`src/rtl/inst_seg_scan.sv`:
```
// inst_seg_scan: tear-free 8-digit hex display of the last fetched instruction word
module inst_seg_scan #(
    parameter int REFRESH_DIV   = 100000,
    parameter bit BLANK_LEADING = 1'b1
) (
    input  logic        clk,
    input  logic        reset,
    input  logic        ena,
    input  logic        data_valid,
    input  logic [31:0] data,
    output logic [6:0]  seg,
    output logic [7:0]  ans,
    output logic        frame_done
);
    localparam int DW = REFRESH_DIV > 1 ? $clog2(REFRESH_DIV) : 1;
    localparam logic [DW-1:0] DIV_MAX = DW'(REFRESH_DIV - 1);

    logic [DW-1:0] div_cnt;
    logic [2:0]    idx;
    logic [31:0]   disp;
    logic [31:0]   shadow;
    logic          pending;
    logic          tick;
    logic          boundary;
    logic          commit;
    logic          blank;
    logic [3:0]    nib;
    logic [6:0]    hex;

    assign tick     = ena && div_cnt == DIV_MAX;
    assign boundary = tick && idx == 3'd7;
    // while dark there is nothing to tear, so a pending word goes straight in
    assign commit   = pending && (boundary || !ena);
    assign nib      = disp[{idx, 2'b00} +: 4];
    assign blank    = BLANK_LEADING && idx != 3'd0 && (disp >> {idx, 2'b00}) == 32'd0;

    // hex digit to active-low {g,f,e,d,c,b,a}
    always_comb begin
        hex = 7'b1111111;
        case (nib)
            4'h0: hex = 7'b1000000;
            4'h1: hex = 7'b1111001;
            4'h2: hex = 7'b0100100;
            4'h3: hex = 7'b0110000;
            4'h4: hex = 7'b0011001;
            4'h5: hex = 7'b0010010;
            4'h6: hex = 7'b0000010;
            4'h7: hex = 7'b1111000;
            4'h8: hex = 7'b0000000;
            4'h9: hex = 7'b0010000;
            4'hA: hex = 7'b0001000;
            4'hB: hex = 7'b0000011;
            4'hC: hex = 7'b1000110;
            4'hD: hex = 7'b0100001;
            4'hE: hex = 7'b0000110;
            default: hex = 7'b0001110;
        endcase
    end

    // refresh divider and digit scan, parked at digit 0 while disabled
    always_ff @(posedge clk or negedge reset) begin
        if (!reset) begin
            div_cnt    <= '0;
            idx        <= 3'd0;
            frame_done <= 1'b0;
        end else begin
            div_cnt    <= (!ena || tick) ? '0 : div_cnt + 1'b1;
            idx        <= !ena ? 3'd0 : idx + {2'b00, tick};
            frame_done <= boundary;
        end
    end

    // capture into shadow; commit to the displayed word only at frame edges
    always_ff @(posedge clk or negedge reset) begin
        if (!reset) begin
            shadow  <= 32'd0;
            pending <= 1'b0;
            disp    <= 32'd0;
        end else begin
            if (data_valid) shadow <= data;
            if (commit) disp <= shadow;
            pending <= data_valid || (pending && !commit);
        end
    end

    // registered cathode/anode drive for the digit currently selected
    always_ff @(posedge clk or negedge reset) begin
        if (!reset) begin
            seg <= 7'b1111111;
            ans <= 8'hFF;
        end else begin
            seg <= (!ena || blank) ? 7'b1111111 : hex;
            ans <= (!ena || blank) ? 8'hFF : ~(8'b1 << idx);
        end
    end
endmodule

```
`config.mk`:
```
export PLATFORM = sky130hd
export DESIGN_NAME = inst_seg_scan
export DESIGN_NICKNAME = d
export VERILOG_FILES = /design/src/rtl/inst_seg_scan.sv
export SDC_FILE = /design/constraint.sdc
export NUM_CORES = 1
export LEC_CHECK = 0
export ABC_AREA = 0
export BUFFER_PORTS_ARGS = -buffer_cell sky130_fd_sc_hd__buf_2
export CORE_MARGIN = 8
export CORE_UTILIZATION = 60
export CTS_CLUSTER_SIZE = 8
export DETAILED_ROUTE_END_ITERATION = 16
export GPL_TIMING_DRIVEN = 0
export PLACE_DENSITY = 0.81
export SYNTH_ARGS = -nofsm -noshare
export SYNTH_HDL_FRONTEND = slang
export SYNTH_SLANG_ARGS = --single-unit
```
`constraint.sdc`:
```
create_clock -name clk -period 4.3 [get_ports clk]
set_input_delay 0.215 -clock clk [delete_from_list [all_inputs] [get_ports clk]]
set_output_delay 0.215 -clock clk [all_outputs]
set_load 0.02 [all_outputs]
```
==> impl_metrics.env <==
export IMPL_clk_latency_ps=370
export IMPL_gp_congestion=0.9681
export IMPL_grt_pass1_wl_um=15580
export IMPL_synth_edff_count=0
export IMPL_grt_max_degree=67
export IMPL_synth_nets=403
export IMPL_hp_class="in -> reg"
export IMPL_hold_viol=0
export IMPL_path_clk_slew_ps=110
export IMPL_critPathRequiredTime_ps=4600
export IMPL_finalSetupTns_ps=0
export IMPL_peakVddDrop_mv=0.2306
export IMPL_synth_area_top_cells="dfrtp_1, mux2_2, dfstp_2"
export IMPL_status="finished clean"
export IMPL_cp_start_kind="flip-flop"
export IMPL_cp_arrival_ps=3570
export IMPL_gr_usage_all_layers_pct=17.47
export IMPL_setup_violations=0
export IMPL_drt_pre_antenna_iters=5
export IMPL_core_area_um2=7607
export IMPL_ys_flop_type="dfrtp_1"
export IMPL_port_buffers=49
export IMPL_netlist_area_um2=4634
export IMPL_std_cell_rows=32
export IMPL_synth_top_area_share_pct=46.44
export IMPL_cts_buffers=9
export IMPL_area_growth_pct=13.01
export IMPL_yosysWarnings=0
export IMPL_synthArstFlopShare_pct=100.0
export IMPL_critPathMaxFanout=10
export IMPL_slew_headroom_pct=58.14
export IMPL_die_area_um2=10790
export IMPL_final_common_cell="dfrtp_1"
export IMPL_synth_avg_cell_area_um2=12.95
export IMPL_cts_sink_count=101
export IMPL_drt_total_wl_um=8863
export IMPL_fin_area_um2=5238
export IMPL_grt_overflow_total=0
export IMPL_whs_ps=70.54
export IMPL_cts_max_level=3
export IMPL_antenna_found_initial=0
export IMPL_timing_max_cap_violations=0
export IMPL_grt_pass1_vias=3197
export IMPL_place_area_um2=5037
export IMPL_place_hpwl_um=6608
export IMPL_wl_per_cell_um=16.82
export IMPL_p_leak_uw=0.002240
export IMPL_finalNetCount=465
export IMPL_drtAntennaViolNets=0
export IMPL_cts_tree="yes"
export IMPL_placed_cells=510
export IMPL_end_kind="flip-flop"
export IMPL_skew_ps=15.17
export IMPL_rsz0062_at_grt="no"
export IMPL_floorplan_initialDensity_pct=60.92
export IMPL_die_w_um=103.9
export IMPL_drt_iter0_drc=194
export IMPL_cts_root_buf="clkbuf_8"
export IMPL_worst_path_max_delay_cell="dfrtp_1"
export IMPL_num_antenna_cells=0
export IMPL_timing_final_crit_share_pct=76.02
export IMPL_layout_common_cells="dfrtp_1, mux2_2, buf_2, nor2_1, nand2_1"
export IMPL_layout_min_cycle_time_ps=3269
export IMPL_r2r_slack_ps=1030
export IMPL_route_vias_total=3012
export IMPL_powerDensity_nw_per_um2=392.1
export IMPL_tightest_slew_ps=627.9
export IMPL_drv_slew=0
export IMPL_drt_vias_per_instance=5.715
export IMPL_fmax_mhz=305.9
export IMPL_yosysSeqAreaShare_pct=54.94
export IMPL_ys_seq_elements=101
export IMPL_crit_type="reg -> reg"
export IMPL_fin_util_pct=68.85
export IMPL_drive_above_1_share_pct=38.59
export IMPL_drc=0
export IMPL_die_h_um=103.9
export IMPL_stdcell_count=527
export IMPL_ctsLongestPathBuffers=2
export IMPL_path_cells="buf_2 -> buf_2 -> mux4_2 -> nand2_1 -> nand2_1 -> inv_1 -> ha_1 -> a21bo_1 -> or2_1 -> o31ai_4 -> or4_1"
export IMPL_synth_distinct_cells=52
export IMPL_ioPinCount=52
export IMPL_ctsResizeCount=0
export IMPL_max_stage_delay_ps=530
export IMPL_synth_area_leader_cell="dfrtp_1"
export IMPL_synth_cells=358
cells in the mapped netlist (2+ instances only):
master     n
and3_1     2
or2_1      5
o21ai_0    4
mux2i_1    5
mux2_1     6
nor2b_1    5
inv_1      7
o22ai_1    2
or4_1      3
and2_1     3
dfstp_2   15
mux2_2    60
ha_1       9
xnor2_1    4
nor4_1     7
clkbuf_1   6
nor4b_1    2
nor2_1    22
a21oi_1    4
nand4_1    7
dfrtp_1   86
buf_2      8
nand3_1    7
or3_1      3
nor3_1     9
o211ai_1   2
nor3b_1    3
nand2_1   20
xor2_1    10
mux4_2     8
nand3b_1   2
o21ai_1    2
timing repair:
action | in CTS | in global routing
hold buffers | 1 | 0
hold endpoints to repair | 20 | 0
buffers inserted | 0 | 0
stage by stage:
stage,setup WS (ps),total power (uW)
floorplan,1573,1378
global placement,1172,1479
detailed placement,1118,1505
CTS,1099,2071
global route,820.2,2159
finish,1031,2054
final cells by class:
class / count / area [um^2]
tap: 102 / 127.6
timing repair buffer: 51 / 285.3
clock buffer: 9 / 123.9
sequential: 101 / 2546
clock inverter: 7 / 66.31
buffer: 16 / 81.33
multi-input combinational: 234 / 1981
fill: 568 / 2370
inverter: 7 / 26.28
sequential cells by signal, summed over array words and instances, names as in the netlist:
name	cells
pending	1
disp	32
idx	3
seg	7
shadow	32
ans	8
frame_done	1
div_cnt	17
final timing paths:
| path | start | to | depth (start not counted) |
|---|---|---|---|
| worst max-delay path | idx[1]$_DFF_PN0_ | ans[1]$_DFF_PN1_ | 11 |
| worst min-delay path | data[5] | shadow[5]$_DFFE_PN0P_ | 2 |
| worst max register to register | idx[1]$_DFF_PN0_ | ans[1]$_DFF_PN1_ | 11 |
| worst min register to register | div_cnt[0]$_DFF_PN0_ | div_cnt[0]$_DFF_PN0_ | 1 |
| max in group asynchronous | reset | shadow[13]$_DFFE_PN0P_ | 3 |
| min in group asynchronous | reset | shadow[28]$_DFFE_PN0P_ | 2 |
worst max-delay path, delay by kind of cell (launching register included):
family	cells	cell delay [ps]
fa+ha+maj	1	230
simple gates	4	690
mux	1	360
compound gates	2	670
buf+inv	3	740
flops	1	530
where the power goes:
part | internal, uW | switching, uW
Sequential | 1060 | 84.8
Clock | 224 | 342
Combinational | 173 | 164
cells by family after synthesis:
logic type,share of synthesized area [%]
compound gates,4.887
xor+xnor,2.646
fa+ha+maj,2.430
buf+inv,2.322
flops,54.94
mux,21.30
simple gates,11.47
routing by layer:
metal  vias up  global-route usage, %  share of wire, %
met2       108                  28.09                49
met1      1484                  22.10                43
met3        12                  4.833               5.9
met4         0                  6.412               1.5
li1       1408                      -                 -
met5         -                      0                 0
Power figures use the tool's default switching activity.
